===== src/rtl/sbd_fifo_mw.sv =====
// sbd_fifo_mw: multi-port scoreboard FIFO.
// Records, in program order, the pipeline (one-hot pl) and PC of each issued
// instruction. It accepts up to NumWr issue-slot entries and retires up to
// NumRd commit-slot entries per cycle. It adds flush, occupancy reporting and a
// sticky protocol-error flag.
//
// Occupancy is held in an explicit count. The pointers are therefore plain
// modulo-Depth indices with no wrap bit.
module sbd_fifo_mw #(
    parameter int Depth = 8,
    parameter int NumWr = 2,
    parameter int NumRd = 2,
    parameter int PlW   = 5
) (
    input  logic                       clk_i,
    input  logic                       rst_i,
    input  logic                       flush_i,
    input  logic [NumWr-1:0]           wr_valid_i,
    input  logic [NumWr*PlW-1:0]       wr_pl_i,
    input  logic [NumWr*32-1:0]        wr_pc_i,
    output logic                       wr_ready_o,
    output logic [NumRd-1:0]           rd_valid_o,
    output logic [NumRd*PlW-1:0]       rd_pl_o,
    output logic [NumRd*32-1:0]        rd_pc_o,
    input  logic [NumRd-1:0]           rd_ack_i,
    output logic [$clog2(Depth):0]     count_o,
    output logic                       empty_o,
    output logic                       full_o,
    output logic                       proto_err_o
);

    localparam int AW = $clog2(Depth);
    localparam int CW = AW + 1;

    // Storage is deliberately not reset; read data is only meaningful under rd_valid_o.
    logic [PlW-1:0] mem_pl [Depth];
    logic [31:0]    mem_pc [Depth];

    logic [AW-1:0]  rd_ptr;
    logic [AW-1:0]  wr_ptr;
    logic [CW-1:0]  count;
    logic           proto_err;

    // Write-side decode.
    logic           wr_ready;
    logic           wr_any;
    logic           wr_en;
    logic           wr_err;
    logic [CW-1:0]  n_wr;
    logic [AW-1:0]  wr_addr [NumWr];

    // Read-side decode.
    logic [NumRd-1:0] rd_valid;
    logic [AW-1:0]    rd_addr [NumRd];
    logic             ack_any;
    logic             ack_therm;
    logic             ack_legal;
    logic             pop_en;
    logic             ack_err;
    logic [CW-1:0]    n_pop;

    // Write decode: space check, popcount and compaction of valid ports onto consecutive slots.
    always_comb begin
        logic [CW-1:0] off;
        wr_ready = ((CW'(Depth) - count) >= CW'(NumWr));
        wr_any   = |wr_valid_i;
        wr_en    = wr_any && wr_ready && !flush_i;
        wr_err   = wr_any && !wr_ready && !flush_i;
        n_wr     = '0;
        off      = '0;
        for (int k = 0; k < NumWr; k++) begin
            // Each valid port lands at wr_ptr plus the number of valid ports below it.
            wr_addr[k] = wr_ptr + AW'(off);
            off        = off + CW'(wr_valid_i[k]);
            n_wr       = n_wr + CW'(wr_valid_i[k]);
        end
    end

    // Read decode: thermometer valids, head addresses and ack legality.
    always_comb begin
        rd_valid  = '0;
        ack_therm = 1'b1;
        n_pop     = '0;
        for (int k = 0; k < NumRd; k++) begin
            rd_valid[k] = (count > CW'(k));
            rd_addr[k]  = rd_ptr + AW'(k);
            n_pop       = n_pop + CW'(rd_ack_i[k]);
        end
        for (int k = 1; k < NumRd; k++) begin
            if (rd_ack_i[k] && !rd_ack_i[k-1]) begin
                ack_therm = 1'b0;
            end
        end
        ack_any   = |rd_ack_i;
        ack_legal = ack_therm && ((rd_ack_i & ~rd_valid) == '0);
        pop_en    = ack_any && ack_legal && !flush_i;
        ack_err   = ack_any && !ack_legal && !flush_i;
    end

    // Pointer and occupancy update. Flush takes priority over same-cycle writes and pops.
    always_ff @(posedge clk_i or posedge rst_i) begin
        if (rst_i) begin
            rd_ptr <= '0;
            wr_ptr <= '0;
            count  <= '0;
        end else if (flush_i) begin
            rd_ptr <= '0;
            wr_ptr <= '0;
            count  <= '0;
        end else begin
            if (wr_en) begin
                wr_ptr <= wr_ptr + AW'(n_wr);
            end
            if (pop_en) begin
                rd_ptr <= rd_ptr + AW'(n_pop);
            end
            count <= count + (wr_en ? n_wr : CW'(0)) - (pop_en ? n_pop : CW'(0));
        end
    end

    // Sticky protocol error: only reset clears it. Flush does not clear it.
    always_ff @(posedge clk_i or posedge rst_i) begin
        if (rst_i) begin
            proto_err <= 1'b0;
        end else if (wr_err || ack_err) begin
            proto_err <= 1'b1;
        end
    end

    // Entry storage: one slot per valid write port, written only on an accepted write.
    always_ff @(posedge clk_i) begin
        for (int k = 0; k < NumWr; k++) begin
            if (wr_en && wr_valid_i[k]) begin
                mem_pl[wr_addr[k]] <= wr_pl_i[k*PlW +: PlW];
                mem_pc[wr_addr[k]] <= wr_pc_i[k*32 +: 32];
            end
        end
    end

    // Head window read-out, combinational from the array.
    always_comb begin
        rd_pl_o = '0;
        rd_pc_o = '0;
        for (int k = 0; k < NumRd; k++) begin
            rd_pl_o[k*PlW +: PlW] = mem_pl[rd_addr[k]];
            rd_pc_o[k*32 +: 32]   = mem_pc[rd_addr[k]];
        end
    end

    assign wr_ready_o  = wr_ready;
    assign rd_valid_o  = rd_valid;
    assign count_o     = count;
    assign empty_o     = (count == '0);
    assign full_o      = (count == CW'(Depth));
    assign proto_err_o = proto_err;

endmodule


===== config.mk =====
export PLATFORM = sky130hd
export DESIGN_NAME = sbd_fifo_mw
export DESIGN_NICKNAME = d
export VERILOG_FILES = /design/src/rtl/sbd_fifo_mw.sv
export SDC_FILE = /design/constraint.sdc
export NUM_CORES = 1
export LEC_CHECK = 0
export ABC_AREA = 1
export ABC_CLOCK_PERIOD_IN_PS = 5900
export BUFFER_PORTS_ARGS = -buffer_cell sky130_fd_sc_hd__buf_4
export CORE_MARGIN = 4
export CORE_UTILIZATION = 45
export DETAILED_ROUTE_END_ITERATION = 16
export PLACE_DENSITY = 0.64
export SYNTH_ARGS = -nofsm -noshare
export SYNTH_HDL_FRONTEND = slang
export SYNTH_SLANG_ARGS = --single-unit

===== constraint.sdc =====
create_clock -name clk_i -period 5.9 [get_ports clk_i]
set_clock_uncertainty 0.05 [all_clocks]
set_input_delay 0.885 -clock clk_i [delete_from_list [all_inputs] [get_ports clk_i]]
set_output_delay 0.885 -clock clk_i [all_outputs]
set_load 0.02 [all_outputs]

==> impl_metrics.py, run 1 <==
metrics = {
    "status": {
        "status": "finished, final reports clean",
    },
    "sta": {
        "finalCriticalPeriod_ns": 5.08,
        "setup_viol": 0,
        "fin_setup_tns_ns": 0,
        "final_hold_viol_count": 0,
        "maxSlewViolCount": 0,
        "max-slew-margin-rel_pct": 16.5,
        "post-route-period-util_pct": 86.2,
        "rsz0062_at_grt": "no",
        "tightest_slew_ns": 1.25,
        "fmax_ghz": 0.197,
    },
    "logic_synthesis": {
        "yosys.area.top_type": "edfxtp_1",
        "ys_seq_area_share_pct": 43.5,
        "synth_seq_cells": 307,
        "postSynthCellCount": 2642,
        "synth.avg_cell_area_um2": 7.98,
        "yosys-top-cells-area": "edfxtp_1 42%, o21bai_1 11%, nand2_1 7.4%",
        "synth_warnings": 0,
        "yosysMostFrequentCell": "nand2_1",
        "synth_nets": 2747,
        "netlist_area_um2": 21100,
        "synth_commonest_cells": "417 x nand2_1, 312 x nand3_1, 296 x edfxtp_1, 296 x o21bai_1, 290 x o21ai_0",
        "ys.flop_type": "edfxtp_1",
        "async_reset_ff_share_pct": 3.58,
        "synthDistinctLibCells": 32,
        "synth_edf_count": 296,
        "yosysTopAreaCellShare_pct": 42.2,
    },
    "cells_and_area": {
        "drive_gt1_share_pct": 11.1,
        "final_util_pct": 50.1,
        "antenna_cells": 0,
        "final_area_um2": 23300,
        "syn_to_final_growth_pct": 10.4,
        "nNetsFinal": 2704,
    },
    "clocking": {
        "cts_hold_buffers": 0,
        "post_cts.repair.setup_buffers": 0,
        "cts-htree-levels": 2,
        "numCtsBuffers": 38,
        "cts_max_path_buffers": 3,
        "cts.sinks": 307,
        "cts_tree": "yes",
        "clock_latency_ns": 0.56,
        "root_buffer": "clkbuf_16",
        "path_clk_slew_ns": 0.06,
        "ctsResizeCount": 0,
    },
    "critical_path": {
        "worst-setup-path-type": "flop to output port",
        "worstSetupEndpointType": "output port",
        "critPathSlowestCell": "ha_4",
        "path_max_fanout": 102,
        "cp.required_ns": 4.97,
        "crit_top_cell": "buf_4",
        "cp.arrival_ns": 4.15,
        "cpPeakStageDelay_ns": 1.08,
        "crit_chain": "ha_4 > buf_4 > o21ai_0 > o21ai_1 > nor2_1 > a31oi_1 > buf_4",
        "startpoint_type": "flop",
    },
    "floorplan": {
        "die_w_um": 224,
        "ios": 165,
        "core_um2": 46500,
        "die-area_um2": 50400,
        "std_cell_rows": 79,
        "die_h_um": 224,
        "initial_core_util_pct": 45.4,
    },
    "min_path": {
        "min_path_type": "input pin to async pin",
    },
    "global_routing": {
        "grt_start_max_net_pins": 213,
        "overflow": 0,
        "antenna_found_initial": 0,
        "grt_usage_pct": 27.0,
        "grt_pass1_wl_um": 108000,
        "grt_pass1_vias": 18722,
    },
    "placement": {
        "dp_hpwl_um": 38800,
        "gp_congestion": 0.842,
        "port_buffers": 164,
        "placed_area_um2": 22100,
    },
    "route": {
        "first_pass_iters": 5,
        "drt_iter0_drc": 2498,
        "wl_per_cell_um": 21.9,
        "dr_total_vias": 19711,
        "drc": 0,
        "vias_per_cell": 6.09,
        "routed_wl_um": 70800,
        "ant_nets": 0,
    },
    "flow_run": {
        "cap_violations": 0,
    },
    "power": {
        "total_power_mw": 10.6,
        "ir_worst_vdd_mv": 0.383,
        "power.density_nw_per_um2": 455,
        "leakagePower_nw": 8.82,
    },
}
[report_power, final]
group          total [mW]  leakage [nW]  internal (mW)  switching (mW)
logic                5.32          5.41           1.59            3.74
clock network        2.34         0.599           1.38           0.965
registers            2.91          2.81           2.71           0.200
total                10.6          8.82           5.68            4.90
[cell usage in the layout (no fill, tap or decap), types with 5 or more instances in the layout]
cell type / count
o21bai_1: 296
clkinv_1: 12
buf_4: 194
inv_2: 11
inv_1: 178
nand2_2: 12
o21ai_0: 290
a31oi_1: 74
edfxtp_1: 296
ha_1: 19
o211ai_1: 37
nor2_1: 200
nand2_1: 405
a21oi_1: 186
clkbuf_16: 39
nand3_2: 5
clkinv_2: 8
dfrtp_1: 8
o21ai_1: 13
nand3_1: 308
[cells by family (layout without fill, tap and decap cells)]
| logic type | after synthesis | count (layout) | synth area share [%] |
|---|---|---|---|
| simple gates | 938 | 938 | 18.9 |
| compound gates | 896 | 896 | 25.7 |
| buf+inv | 471 | 456 | 10.0 |
| flops | 307 | 307 | 43.5 |
| fa+ha+maj | 24 | 24 | 1.57 |
| xor+xnor | 6 | 6 | 0.338 |
[per-layer routing]
layer	vias to the layer above	GRT usage [%]	share of wire (%)
met5	-	0	0
met4	0	9.64	3.0
met3	166	4.76	9.8
met2	1089	44.6	48
met1	9382	35.8	39
li1	9074	-	-
[registers in the layout, indices dropped and copies added, names as in the netlist]
signal	flops
mem_pc	256
mem_pl	40
count_o	4
rd_ptr	3
wr_ptr	3
proto_err_o	1
[area by class of cell]
type,count,area (µm²)
fillers,4393,23200
multi-input cells,1864,9880
flip-flops and latches,307,9180
repair buffers,197,1520
clock buffers,43,991
well taps,607,759
inverters,191,724
clock inverters,25,219
[metrics by stage]
stage	std cells	setup slack [ns]	hold slack, ns
finish	3234	0.816	0.305
global route	3234	0.594	0.333
CTS	3234	0.878	0.303
detailed placement	3166	1.48	0.411
global placement	3166	1.57	0.427
floorplan	2642	2.53	0.535
[worst paths after layout]
kind / from / to / slack (ns) / cells past startpoint
worst max register to register: wr_ptr[0] / mem_pc[7][16] / 2.20 / 9
worst min-delay path: rst_i / proto_err_o / 0.31 / 2
worst min register to register: proto_err_o / proto_err_o / 0.43 / 1
max in group asynchronous: rst_i / rd_ptr[0] / 5.11 / 2
worst max-delay path: rd_ptr[0] / rd_pc_o[52] / 0.82 / 7
min in group clk_i: proto_err_o / proto_err_o / 0.43 / 1
[worst max-delay path: cells and delay by family (launching register included)]
kind            cells  cell delay (ns)
fa+ha+maj           1             1.08
flops               1             1.01
buf+inv             2             0.77
simple gates        1             0.05
compound gates      3             0.59
(Power assumes the default switching activity.)
==> run 2: changes to the inputs <==
ABC_AREA = not set   (was 1)
==> run 2 against run 1 <==
Compared with the run above: cell count is 46% lower; cell area fell by 9.2%; synthesized cell count fell by 61%; critical endpoint is now rd_pc_o[36].
==> impl_metrics.py, run 2 <==
metrics = {
    "placement": {
        "port_buffers": 164,
        "pre_cts_ws_ns": 1.82,
        "gp_congestion": 0.824,
        "placed_area_um2": 19900,
        "dp_hpwl_um": 28500,
    },
    "power": {
        "leakagePower_nw": 7.05,
        "total_power_mw": 8.90,
        "ir_worst_vdd_mv": 0.239,
        "power.density_nw_per_um2": 421,
    },
    "sta": {
        "finalCriticalPeriod_ns": 4.51,
        "final_hold_viol_count": 0,
        "fmax_ghz": 0.222,
        "max-slew-margin-rel_pct": 30.6,
        "post-route-period-util_pct": 76.4,
        "finalWorstSetupSlack_ns": 1.39,
        "maxSlewViolCount": 0,
        "setup_viol": 0,
        "fin_setup_tns_ns": 0,
        "tightest_slew_ns": 1.04,
        "rsz0062_at_grt": "no",
    },
    "status": {
        "status": "finished, final reports clean",
    },
    "cells_and_area": {
        "nNetsFinal": 1297,
        "drive_gt1_share_pct": 61.7,
        "final_area_um2": 21100,
        "syn_to_final_growth_pct": 16.8,
        "n_fill_cell": 3236,
        "largest_reg_flops": 256,
        "final_cell_mix": "336 x mux2_2, 296 x edfxtp_1, 192 x buf_4",
        "final_util_pct": 53.2,
        "layout_commonest_cell": "mux2_2",
    },
    "route": {
        "drc": 0,
        "vias_per_cell": 6.04,
        "drt_iter0_drc": 846,
        "wl_per_cell_um": 27.3,
        "wl_met3_um": 2480,
        "routed_wl_um": 47600,
        "top_layer_used": "met4",
        "ant_nets": 0,
        "dr_total_vias": 10533,
        "route.layer.met1.wl_um": 20900,
        "wl_met2_um": 23600,
        "first_pass_iters": 5,
    },
    "clocking": {
        "clock_latency_ns": 0.51,
        "cts_hold_buffers": 0,
        "ctsResizeCount": 0,
        "cts_max_path_buffers": 3,
        "post_cts.repair.setup_buffers": 0,
        "path_clk_slew_ns": 0.06,
        "root_buffer": "clkbuf_16",
        "cts_tree": "yes",
        "cts.sinks": 307,
        "numCtsBuffers": 36,
        "cts-htree-levels": 2,
    },
    "critical_path": {
        "path_max_fanout": 37,
        "cp.required_ns": 4.97,
        "worst-setup-path-type": "flop to output port",
        "worstSetupEndpointType": "output port",
        "startpoint_type": "flop",
        "cp.arrival_ns": 3.57,
    },
    "logic_synthesis": {
        "ys_seq_area_share_pct": 50.7,
        "synth_nets": 1134,
        "yosys.area.top_type": "edfxtp_1",
        "netlist_area_um2": 18100,
        "synth_commonest_cells": "336 x mux2_2, 296 x edfxtp_1, 148 x mux4_2",
        "yosysMostFrequentCell": "mux2_2",
        "synth_warnings": 0,
        "synth_seq_cells": 307,
        "postSynthCellCount": 1029,
        "synth_edf_count": 296,
        "yosysTopAreaCellShare_pct": 49.2,
        "synthDistinctLibCells": 42,
        "ys.flop_type": "edfxtp_1",
        "yosys-top-cells-area": "edfxtp_1 49%, mux2_2 21%, mux4_2 18%",
        "async_reset_ff_share_pct": 3.58,
        "synth.avg_cell_area_um2": 17.6,
    },
    "floorplan": {
        "die_h_um": 208,
        "die_w_um": 208,
        "core_um2": 39700,
        "ios": 165,
        "std_cell_rows": 73,
        "initial_core_util_pct": 45.5,
        "die-area_um2": 43500,
    },
    "min_path": {
        "min_path_type": "input pin to async pin",
    },
    "global_routing": {
        "grt_start_max_net_pins": 65,
        "grt_pass1_vias": 11101,
        "grt_usage_pct": 21.8,
        "overflow": 0,
        "grt_pass1_wl_um": 72400,
        "antenna_found_initial": 1,
    },
    "flow_run": {
        "cap_violations": 0,
    },
}
[run 2: cell count changes after synthesis, moves of 74 or more]
cell      delta
nand3_1    -305
nor2_1     -185
o21bai_1   -296
a31oi_1     -74
mux2_2     +336
buf_2      -107
o21ai_0    -287
inv_1      -166
mux4_2     +148
nand2_1    -408
a21oi_1    -180
[run 2: critical path, stage by stage (launching register included)]
cell and delay (ns):
dfrtp_4 0.70, ha_4 0.84, buf_4 0.45, mux4_2 0.54, mux2_2 0.31, buf_4 0.17
[run 2: logic make-up (layout without fill, tap and decap cells)]
family / Yosys count / after routing / share of synthesized area [%]
other: 0 / 1 / 0
AND/OR/NAND/NOR: 60 / 60 / 2.14
XOR/XNOR: 5 / 5 / 0.242
flip-flops: 307 / 307 / 50.7
adder cells (fa/ha/maj): 24 / 24 / 1.83
multiplexers: 522 / 522 / 41.7
AO/OA/AOI/OAI: 24 / 24 / 0.920
buffers and inverters: 87 / 276 / 2.48
[run 2: report_power, final]
group	internal [mW]	switching [mW]	total [mW]
Combinational	1.85	1.93	3.78
Clock	1.34	0.901	2.24
Sequential	2.70	0.177	2.88
[run 2: cell type report]
type	instances	area [µm²]	area share (%)
sequential	307	9170	43.4
multi-input combinational	635	8570	40.6
timing repair buffer	194	1480	7.01
clock buffer	39	912	4.32
tap	525	657	3.11
clock inverter	25	260	1.23
inverter	18	70.1	0.332
antenna	1	2.50	0.0118
[run 2: layer usage]
| layer | vias to the layer above | track usage (%) |
|---|---|---|
| li1 | 4616 | - |
| met1 | 5572 | 30.8 |
| met2 | 305 | 36.6 |
| met3 | 40 | 3.56 |
| met4 | 0 | 3.53 |
| met5 | - | 0 |
[run 2: path summary, 6_finish.rpt]
kind	end	startpoint	slack, ns	cells after the start
max	rd_pc_o[36]	rd_ptr[0]	1.39	5
min	count_o[1]	rst_i	0.33	2
max reg2reg	mem_pc[5][25]	count_o[0]	2.28	8
min reg2reg	proto_err_o	proto_err_o	0.49	1
max in group asynchronous	rd_ptr[0]	rst_i	5.09	2
min in group clk_i	proto_err_o	proto_err_o	0.49	1
[run 2: metrics by stage]
stage / hold WS [ns] / cells
after global routing: 0.367 / 1743
final: 0.335 / 1744
after floorplan: 0.520 / 1029
after global placement: 0.482 / 1679
after detailed placement: 0.490 / 1679
after CTS: 0.348 / 1743
